## src/rtl/uart_endpoint.sv

```systemverilog
// DUT-side 8N1 UART endpoint: byte-wide valid/ready TX serializer and RX
// deserializer with a one-byte holding register, overrun and framing-error pulses.
module uart_endpoint #(
   parameter int unsigned CLKS_PER_BIT = 16
) (
   input  logic       clock,
   input  logic       reset_n,
   input  logic [7:0] tx_data,
   input  logic       tx_valid,
   output logic       tx_ready,
   output logic       uart_tx,
   output logic       uart_tx_driven,
   input  logic       uart_rx,
   output logic [7:0] rx_data,
   output logic       rx_valid,
   input  logic       rx_ready,
   output logic       rx_overrun,
   output logic       rx_frame_err
);

   if ((CLKS_PER_BIT < 4) || ((CLKS_PER_BIT % 2) != 0)) begin : g_bad_clks_per_bit
      $error("uart_endpoint: CLKS_PER_BIT must be even and >= 4");
   end

   localparam int unsigned CW = $clog2(CLKS_PER_BIT);
   localparam logic [CW-1:0] BIT_LAST  = CW'(CLKS_PER_BIT - 1);
   localparam logic [CW-1:0] HALF_LAST = CW'(CLKS_PER_BIT / 2 - 1);

   typedef enum logic [1:0] {
      TX_IDLE,
      TX_START,
      TX_DATA,
      TX_STOP
   } tx_state_e;

   typedef enum logic [1:0] {
      RX_IDLE,
      RX_START,
      RX_DATA,
      RX_STOP
   } rx_state_e;

   // ---------------------------------------------------------------- TX
   tx_state_e      tx_state_q, tx_state_d;
   logic [CW-1:0]  tx_cnt_q, tx_cnt_d;
   logic [2:0]     tx_idx_q, tx_idx_d;
   logic [7:0]     tx_shift_q, tx_shift_d;
   logic           tx_out_q, tx_out_d;
   logic           driven_q;
   logic           tx_bit_end;
   logic           tx_fire;

   always_ff @(posedge clock or negedge reset_n) begin
      if (!reset_n) begin
         tx_state_q <= TX_IDLE;
         tx_cnt_q   <= '0;
         tx_idx_q   <= '0;
         tx_shift_q <= '0;
         tx_out_q   <= 1'b1;
         driven_q   <= 1'b0;
      end else begin
         tx_state_q <= tx_state_d;
         tx_cnt_q   <= tx_cnt_d;
         tx_idx_q   <= tx_idx_d;
         tx_shift_q <= tx_shift_d;
         tx_out_q   <= tx_out_d;
         driven_q   <= 1'b1;
      end
   end

   always_comb begin
      tx_state_d = tx_state_q;
      tx_cnt_d   = tx_cnt_q + CW'(1);
      tx_idx_d   = tx_idx_q;
      tx_shift_d = tx_shift_q;
      tx_out_d   = tx_out_q;
      case (tx_state_q)
         TX_IDLE: begin
            tx_cnt_d = '0;
            tx_out_d = 1'b1;
            if (tx_fire) begin
               tx_state_d = TX_START;
               tx_shift_d = tx_data;
               tx_out_d   = 1'b0;
            end
         end
         TX_START: begin
            if (tx_bit_end) begin
               tx_state_d = TX_DATA;
               tx_cnt_d   = '0;
               tx_idx_d   = '0;
               tx_out_d   = tx_shift_q[0];
               tx_shift_d = tx_shift_q >> 1;
            end
         end
         TX_DATA: begin
            if (tx_bit_end) begin
               tx_cnt_d = '0;
               if (tx_idx_q == 3'd7) begin
                  tx_state_d = TX_STOP;
                  tx_out_d   = 1'b1;
               end else begin
                  tx_idx_d   = tx_idx_q + 3'd1;
                  tx_out_d   = tx_shift_q[0];
                  tx_shift_d = tx_shift_q >> 1;
               end
            end
         end
         TX_STOP: begin
            if (tx_bit_end) begin
               tx_cnt_d = '0;
               // Accepting in the last stop cycle chains straight into the next start bit.
               if (tx_fire) begin
                  tx_state_d = TX_START;
                  tx_shift_d = tx_data;
                  tx_out_d   = 1'b0;
               end else begin
                  tx_state_d = TX_IDLE;
                  tx_out_d   = 1'b1;
               end
            end
         end
         default: begin
            tx_state_d = TX_IDLE;
            tx_out_d   = 1'b1;
         end
      endcase
   end

   always_comb begin
      tx_bit_end = (tx_cnt_q == BIT_LAST);
      tx_ready   = ((tx_state_q == TX_IDLE) && driven_q) ||
                   ((tx_state_q == TX_STOP) && tx_bit_end);
      tx_fire    = tx_valid && tx_ready;
   end

   assign uart_tx        = tx_out_q;
   assign uart_tx_driven = driven_q;

   // ---------------------------------------------------------------- RX
   rx_state_e      rx_state_q, rx_state_d;
   logic [CW-1:0]  rx_cnt_q, rx_cnt_d;
   logic [2:0]     rx_idx_q, rx_idx_d;
   logic [7:0]     rx_shift_q, rx_shift_d;
   logic           sync1_q, sync2_q, samp_q;
   logic [7:0]     rx_data_q, rx_data_d;
   logic           rx_valid_q, rx_valid_d;
   logic           overrun_q, overrun_d;
   logic           ferr_q, ferr_d;
   logic           rx_fall;
   logic           rx_bit_end;

   always_ff @(posedge clock or negedge reset_n) begin
      if (!reset_n) begin
         sync1_q    <= 1'b1;
         sync2_q    <= 1'b1;
         samp_q     <= 1'b1;
         rx_state_q <= RX_IDLE;
         rx_cnt_q   <= '0;
         rx_idx_q   <= '0;
         rx_shift_q <= '0;
         rx_data_q  <= '0;
         rx_valid_q <= 1'b0;
         overrun_q  <= 1'b0;
         ferr_q     <= 1'b0;
      end else begin
         sync1_q    <= uart_rx;
         sync2_q    <= sync1_q;
         samp_q     <= sync2_q;
         rx_state_q <= rx_state_d;
         rx_cnt_q   <= rx_cnt_d;
         rx_idx_q   <= rx_idx_d;
         rx_shift_q <= rx_shift_d;
         rx_data_q  <= rx_data_d;
         rx_valid_q <= rx_valid_d;
         overrun_q  <= overrun_d;
         ferr_q     <= ferr_d;
      end
   end

   always_comb begin
      rx_fall    = samp_q && !sync2_q;
      rx_bit_end = (rx_cnt_q == BIT_LAST);
      rx_state_d = rx_state_q;
      rx_cnt_d   = rx_cnt_q + CW'(1);
      rx_idx_d   = rx_idx_q;
      rx_shift_d = rx_shift_q;
      case (rx_state_q)
         RX_IDLE: begin
            rx_cnt_d = '0;
            if (rx_fall) begin
               rx_state_d = RX_START;
            end
         end
         RX_START: begin
            // Counter restarts at mid start bit, so later samples land mid-bit.
            if (rx_cnt_q == HALF_LAST) begin
               rx_cnt_d = '0;
               if (sync2_q) begin
                  rx_state_d = RX_IDLE;
               end else begin
                  rx_state_d = RX_DATA;
                  rx_idx_d   = '0;
               end
            end
         end
         RX_DATA: begin
            if (rx_bit_end) begin
               rx_cnt_d   = '0;
               rx_shift_d = {sync2_q, rx_shift_q[7:1]};
               if (rx_idx_q == 3'd7) begin
                  rx_state_d = RX_STOP;
               end else begin
                  rx_idx_d = rx_idx_q + 3'd1;
               end
            end
         end
         RX_STOP: begin
            if (rx_bit_end) begin
               rx_cnt_d   = '0;
               rx_state_d = RX_IDLE;
            end
         end
         default: begin
            rx_state_d = RX_IDLE;
         end
      endcase
   end

   logic rx_stop_hit, rx_good, rx_read, rx_load;

   always_comb begin
      rx_stop_hit = (rx_state_q == RX_STOP) && rx_bit_end;
      rx_good     = rx_stop_hit && sync2_q;
      rx_read     = rx_valid_q && rx_ready;
      rx_load     = rx_good && (!rx_valid_q || rx_read);
      rx_valid_d  = rx_load || (rx_valid_q && !rx_read);
      rx_data_d   = rx_load ? rx_shift_q : rx_data_q;
      overrun_d   = rx_good && rx_valid_q && !rx_read;
      ferr_d      = rx_stop_hit && !sync2_q;
   end

   assign rx_data      = rx_data_q;
   assign rx_valid     = rx_valid_q;
   assign rx_overrun   = overrun_q;
   assign rx_frame_err = ferr_q;

endmodule
```

## config.mk

```make
export PLATFORM = sky130hd
export DESIGN_NAME = uart_endpoint
export DESIGN_NICKNAME = d
export VERILOG_FILES = /design/src/rtl/uart_endpoint.sv
export SDC_FILE = /design/constraint.sdc
export NUM_CORES = 1
export LEC_CHECK = 0
export CAP_MARGIN = 25
export CORE_MARGIN = 2
export CORE_UTILIZATION = 50
export DETAILED_ROUTE_END_ITERATION = 12
export GPL_TIMING_DRIVEN = 0
export PLACE_DENSITY = 0.73
export SYNTH_ARGS = -nofsm -noshare
export SYNTH_HDL_FRONTEND = slang
export SYNTH_SLANG_ARGS = --single-unit
```

## constraint.sdc

```tcl
create_clock -name clock -period 2.08 [get_ports clock]
set_clock_uncertainty 0.15 [all_clocks]
set_input_delay 0.416 -clock clock [delete_from_list [all_inputs] [get_ports clock]]
set_output_delay 0.416 -clock clock [all_outputs]
set_load 0.01 [all_outputs]
```

==> summary.txt, run 1 <==
Placed design
  • Placer Congestion: 0.911
  • Placed cell areas: 2690 sq um
  • HPWL Detailed: 2980 um
  • Post-Place Setup Slack: -210 ps
  • Placed cell count: 259
  • Port-buffer cells: 26

Route
  • Vias/cell: 5.39
  • Post-route ant nets: 0
  • Detailed Routing Iterations Pass 1: 4
  • DR iter-0 viols: 37
  • Final WL: 4160 um
  • Routed len/inst: 15.1 um
  • Via count: 1487
  • # DRC: 0

Global route
  • Initial antenna violation count: 0
  • Total GRT Usage: 0.178
  • Largest net degree at the start of global routing: 27
  • Global-route wire length before repair: 7270 um
  • Grt ovf: 0
  • Number of global-route vias before repair: 1579

Power and ir drop
  • P_leak: 1.37 nW
  • PD cells: 1090 nW/um^2
  • Worst IR Drop VDD: 0.441 mV

STA
  • Max Freq: 487 MHz
  • Fin crit share: 0.987
  • Max_slew headroom: 0.587
  • Final worst slack: 27.7 ps
  • Final hold vios: 0
  • Fin crit period: 2050 ps
  • Setup violators final: 0
  • Setup TNS: 0 ps
  • Max-slew violations: 0
  • Actual slew at the worst max-slew pin: 619 ps

Clock network
  • CTS tree: built
  • Worst-Skew Late Latency: 300 ps
  • H-tree depth: 2
  • Clock root cell: clkbuf_8
  • CTS sink cnt: 50
  • Reg clk slew, reported paths: 90 ps
  • CTS buffer count: 5
  • CTS max path bufs: 2

Critical path
  • CP startpoint kind: register
  • Crit Path Class: reg -> reg
  • CP required: 2110 ps
  • Crit. End Element: register
  • Critical Path Fanout Max: 8
  • CP arrival: 2080 ps

Layout
  • # diodes: 0
  • Area delta synth->final: 25.4%
  • Final instance area: 2930 sq um
  • Most common cell after layout, fill and taps aside: dfrtp_1
  • Commonest non-fill, non-tap cells in the layout: dfrtp_1, mux2_2, clkdlybuf4s50_1
  • Layout fillers: 325
  • Layout cells sized above 1: 0.348
  • Nets: 247
  • Final Non-Filler Cells: 276

Yosys
  • Sequential cell area fraction in the yosys report: 0.537
  • Post-synth ARST share: 1.00
  • Avg Inst Size Synth: 13.0 sq um
  • Top FF cell, synth: dfrtp_1
  • Cell count after synthesis: 180
  • Syn_nets: 204
  • Flops & latches, synth: 50
  • YS warnings: 0
  • Post-synth cell types: 37
  • Cell area after synthesis: 2340 sq um
  • Number of synthesized flops with an enable pin: 0

Die
  • Row cnt: 24
  • Die area: 5240 sq um
  • Core area: 4410 sq um
  • Ports: 27
  • Die width: 72.4 um
  • Die height: 72.4 um
  • Initial Util: 0.529

Flow run
  • Max-cap check violation count: 0

Min path
  • Worst hold path class: reg -> reg

Status
  • Status: complete, no violations
path summary, 6_finish.rpt:
path                               startpoint       endpoint  slack, ps  cells after the start
worst max-delay path            tx_state_q[1]  tx_shift_q[2]         30                      6
worst min-delay path                  sync1_q        sync2_q        210                      0
worst max register to register  tx_state_q[1]  tx_shift_q[2]         30                      6
worst min register to register        sync1_q        sync2_q        210                      0
max in group asynchronous             reset_n        uart_tx        670                      3
min in group asynchronous             reset_n  tx_shift_q[7]        510                      2
logic make-up (layout without fill, tap and decap cells):
family / count (synthesis) / count (layout) / share of synthesized area
xor+xnor: 3 / 3 / 0.0112
fa+ha+maj: 11 / 11 / 0.0589
compound gates: 27 / 27 / 0.0808
other cells: 1 / 1 / 0.00160
simple gates: 45 / 45 / 0.101
buf+inv: 8 / 52 / 0.0273
mux: 35 / 35 / 0.181
flops: 50 / 50 / 0.537
metal layers:
layer / GRT usage / routed length (um) / up-vias
met5: 0 / 0 / -
met4: 0.0514 / 29 / 0
met2: 0.302 / 2180 / 22
met3: 0.0500 / 104 / 4
met1: 0.225 / 1850 / 743
li1: - / - / 718
cell type report:
type | count | area (sq um) | share of cell area
Clock buffer | 6 | 82.6 | 0.0282
Timing Repair Buffer | 37 | 355 | 0.121
Buffer | 5 | 57.6 | 0.0196
Multi-Input combinational cell | 122 | 1090 | 0.373
Sequential cell | 50 | 1260 | 0.429
Inverter | 2 | 7.51 | 0.00256
Clock inverter | 2 | 12.5 | 0.00427
Tap cell | 52 | 65.1 | 0.0222
flip-flops by register name, indices dropped and copies added, names as in the netlist, named ones only:
| register | cells |
|---|---|
| rx_cnt_q | 4 |
| rx_data | 8 |
| rx_frame_err | 1 |
| rx_idx_q | 3 |
| rx_overrun | 1 |
| rx_shift_q | 8 |
| rx_state_q | 1 |
| rx_valid | 1 |
| samp_q | 1 |
| sync1_q | 1 |
| sync2_q | 1 |
| tx_cnt_q | 4 |
| tx_idx_q | 3 |
| tx_shift_q | 8 |
| tx_state_q | 2 |
| uart_tx | 1 |
| uart_tx_driven | 1 |
through the flow:
stage	hold slack, ps	total power [mW]	utilization
5_1_grt	220	3.39	0.664
3_5_place_dp	197	2.31	0.608
2_1_floorplan	-29.6	2.05	-
4_1_cts	213	3.00	0.644
6_report	213	3.19	0.664
3_3_place_gp	198	2.24	0.603
report_power, final:
part	switching, mW	internal (mW)	leakage [nW]	total [mW]
clock	0.311	0.268	0.0472	0.578
combinational	0.568	0.781	0.661	1.35
sequential	0.113	1.15	0.657	1.26
Yosys cell counts (3+ instances only):
library cell,instances,area [sq um]
a22o_1,6,52.6
a31oi_1,3,18.8
dfrtp_1,46,1150
dfstp_2,4,105
ha_1,11,138
mux2_2,27,304
mux2_4,8,120
nand2_1,13,48.8
nand3_1,3,15.0
nor2_1,12,45.0
nor2b_1,3,18.8
nor3_1,5,25.0
o21ai_0,6,30.0
what timing repair did:
item                                    4_1_cts  5_1_grt
endpoints found under the setup margin        9        9
gates resized for setup                       9       12
hold buffers                                  1        0
hold endpoints to repair                     22        0
pin swaps                                     0        3
buffers inserted                              3        6
critical path, stage by stage (launching register included):
cell     delay (ps)
dfrtp_1         440
inv_1           150
ha_4            210
o31ai_4         300
and3_4          220
buf_6           130
mux2_2          330
Note: power is estimated with default switching activity, not from simulation.
==> run 2, diff against run 1 <==
CAP_MARGIN = not set   (was 25)
GPL_TIMING_DRIVEN = not set   (was 0)
==> run 2 against run 1 <==
  * Global-route usage down 0.89 points
  * Final area is 3.4% lower
  * Clock-buffer cell count unchanged
  * Non-clock buffer count unchanged
  * Clock power is 4.3% lower
  * Register-to-register slack improved by 40 ps
  * Sequential cell count did not move
==> summary.txt, run 2 (synthesis results as in run 1) <==
Status
  • Status: complete, no violations (unchanged)

Die
  • Die area: 5240 sq um (unchanged)
  • Die height: 72.4 um (unchanged)
  • Core area: 4410 sq um (unchanged)
  • Initial Util: 0.529 (unchanged)
  • Row cnt: 24 (unchanged)
  • Ports: 27 (unchanged)
  • Die width: 72.4 um (unchanged)

Layout
  • Commonest non-fill, non-tap cells in the layout: dfrtp_1, mux2_2, clkdlybuf4s50_1 (unchanged)
  • Final instance area: 2830 sq um (was 2930 sq um)
  • End-of-flow core utilization: 0.641 (was 0.664)
  • Layout fillers: 343 (was 325)
  • Nets: 247 (unchanged)
  • Layout cells sized above 1: 0.321 (was 0.348)
  • # diodes: 0 (unchanged)
  • Final Non-Filler Cells: 276 (unchanged)
  • Area delta synth->final: 21.1% (was 25.4%)
  • Most common cell after layout, fill and taps aside: dfrtp_1 (unchanged)

Route
  • Post-route ant nets: 0 (unchanged)
  • DR iter-0 viols: 39 (was 37)
  • # DRC: 0 (unchanged)
  • Detailed Routing Iterations Pass 1: 4 (unchanged)
  • Routed len/inst: 14.5 um (was 15.1 um)
  • Final WL: 4010 um (was 4160 um)
  • Via count: 1515 (was 1487)
  • Vias/cell: 5.49 (was 5.39)

Critical path
  • Reg2Reg Setup Slack: 60 ps (was 30 ps)
  • CP required: 2120 ps (was 2110 ps)
  • Depth of the most critical reg-to-reg path: 7 (was 6)
  • Critical Path Fanout Max: 8 (unchanged)
  • Crit Path Class: reg -> reg (unchanged)
  • RR Endpoint: tx_shift_q[3] (was tx_shift_q[2])
  • Crit. End Element: register (unchanged)
  • R2R Path Start: tx_cnt_q[0] (was tx_state_q[1])
  • CP arrival: 2060 ps (was 2080 ps)
  • CP startpoint kind: register (unchanged)

Power and ir drop
  • Worst IR Drop VDD: 0.454 mV (was 0.441 mV)
  • P_leak: 1.35 nW (was 1.37 nW)
  • PD cells: 1050 nW/um^2 (was 1090 nW/um^2)
  • P_int: 2.06 mW (was 2.20 mW)
  • Seq pwr share: 0.424 (was 0.395)
  • Switching share of power: 0.307 (was 0.311)
  • Logic pwr share: 0.390 (was 0.423)
  • Clock power share: 0.186 (was 0.181)
  • P_sw: 913 uW (was 992 uW)

Global route
  • Largest net degree at the start of global routing: 51 (was 27)
  • Number of global-route vias before repair: 1535 (was 1579)
  • Global-route wire length before repair: 6920 um (was 7270 um)
  • Initial antenna violation count: 0 (unchanged)
  • Grt ovf: 0 (unchanged)
  • Total GRT Usage: 0.169 (was 0.178)

Placed design
  • Placed cell areas: 2690 sq um (about the same)
  • HPWL Detailed: 2820 um (was 2980 um)
  • Placer Congestion: 0.907 (was 0.911)
  • Port-buffer cells: 26 (unchanged)
  • Placed cell count: 264 (was 259)

STA
  • Actual slew at the worst max-slew pin: 622 ps (was 619 ps)
  • Max Freq: 496 MHz (was 487 MHz)
  • Fin crit share: 0.969 (was 0.987)
  • Setup violators final: 0 (unchanged)
  • Max_slew headroom: 0.586 (was 0.587)
  • Max-slew violations: 0 (unchanged)
  • Fin crit period: 2020 ps (was 2050 ps)
  • Final hold vios: 0 (unchanged)
  • Setup TNS: 0 ps (unchanged)

Clock network
  • CTS buffer count: 5 (unchanged)
  • Reg clk slew, reported paths: 90 ps (about the same)
  • Clock root cell: clkbuf_8 (unchanged)
  • CTS tree: built (unchanged)
  • CTS sink cnt: 50 (unchanged)
  • H-tree depth: 2 (unchanged)
  • CTS max path bufs: 2 (unchanged)
  • Worst-Skew Late Latency: 310 ps (was 300 ps)

Min path
  • Worst hold path class: in -> async (was reg -> reg)

Flow run
  • Max-cap check violation count: 0 (unchanged)
[run 2: changes by cell type in the layout (fill, tap and decap cells not counted), moves of 2 or more]
cell,change
and3_1,+2
clkbuf_8,-2
clkbuf_2,-2
ha_4,-4
buf_4,+5
ha_1,+3
and3_4,-2
[run 2: power groups by stage]
stage	logic, mW	registers, mW	clock network, mW
finish	1.16	1.26	0.553
global route	1.29	1.28	0.618
CTS	1.12	1.26	0.583
detailed placement	1.10	1.28	0
global placement	1.05	1.27	0
floorplan	0.801	1.25	0
[run 2: how the worst max path moves through the flow]
stage          depth (start not counted)  slack (ps)           from            end
2_1_floorplan                          6          40  tx_state_q[0]  tx_shift_q[0]
3_3_place_gp                           6         -50       tx_valid  tx_shift_q[0]
3_5_place_dp                           6        -120       tx_valid  tx_shift_q[3]
4_1_cts                                7           2    tx_cnt_q[1]  tx_shift_q[3]
5_1_grt                                7         -40    tx_cnt_q[1]  tx_shift_q[3]
6_report                               7          60    tx_cnt_q[0]  tx_shift_q[3]
[run 2: what timing repair did]
item,4_1_cts,5_1_grt
resized for setup,5,4
setup endpoints to repair,1,24
hold buffers,0,0
pin swaps,0,0
setup buffers,0,4
[run 2: final cells by class]
type	instances	area, sq um	share of cell area
clock buffer	6	72.6	0.0256
tap	52	65.1	0.0230
multi-input combinational	122	1030	0.365
inverter	2	7.51	0.00265
sequential	50	1260	0.444
clock inverter	2	13.8	0.00486
timing repair buffer	42	383	0.135
[run 2: per-stage QoR]
step / power (mW) / hold WS (ps) / worst slack, ps
2_1_floorplan: 2.05 / -29.6 / 40.5
3_3_place_gp: 2.32 / 197 / -46.1
3_5_place_dp: 2.39 / 201 / -123
4_1_cts: 2.96 / 77.1 / 2.09
5_1_grt: 3.19 / 97.6 / -43.3
6_report: 2.97 / 50.0 / 64.9
[run 2: routing by layer]
metal  share of wire  wire length (um)  vias up  track usage
met1            0.42              1690      754        0.210
met4           0.017                67        0       0.0679
met3           0.037               149        7       0.0458
li1                -                 -      728            -
met2            0.53              2110       26        0.282
met5               0                 0        -            0
[run 2: worst max-delay path: stages (launching register included)]
cell,delay [ps]
dfrtp_1,380
ha_2,180
buf_4,120
nand3_1,160
o21ai_1,230
and3_1,170
buf_4,160
mux2_2,350
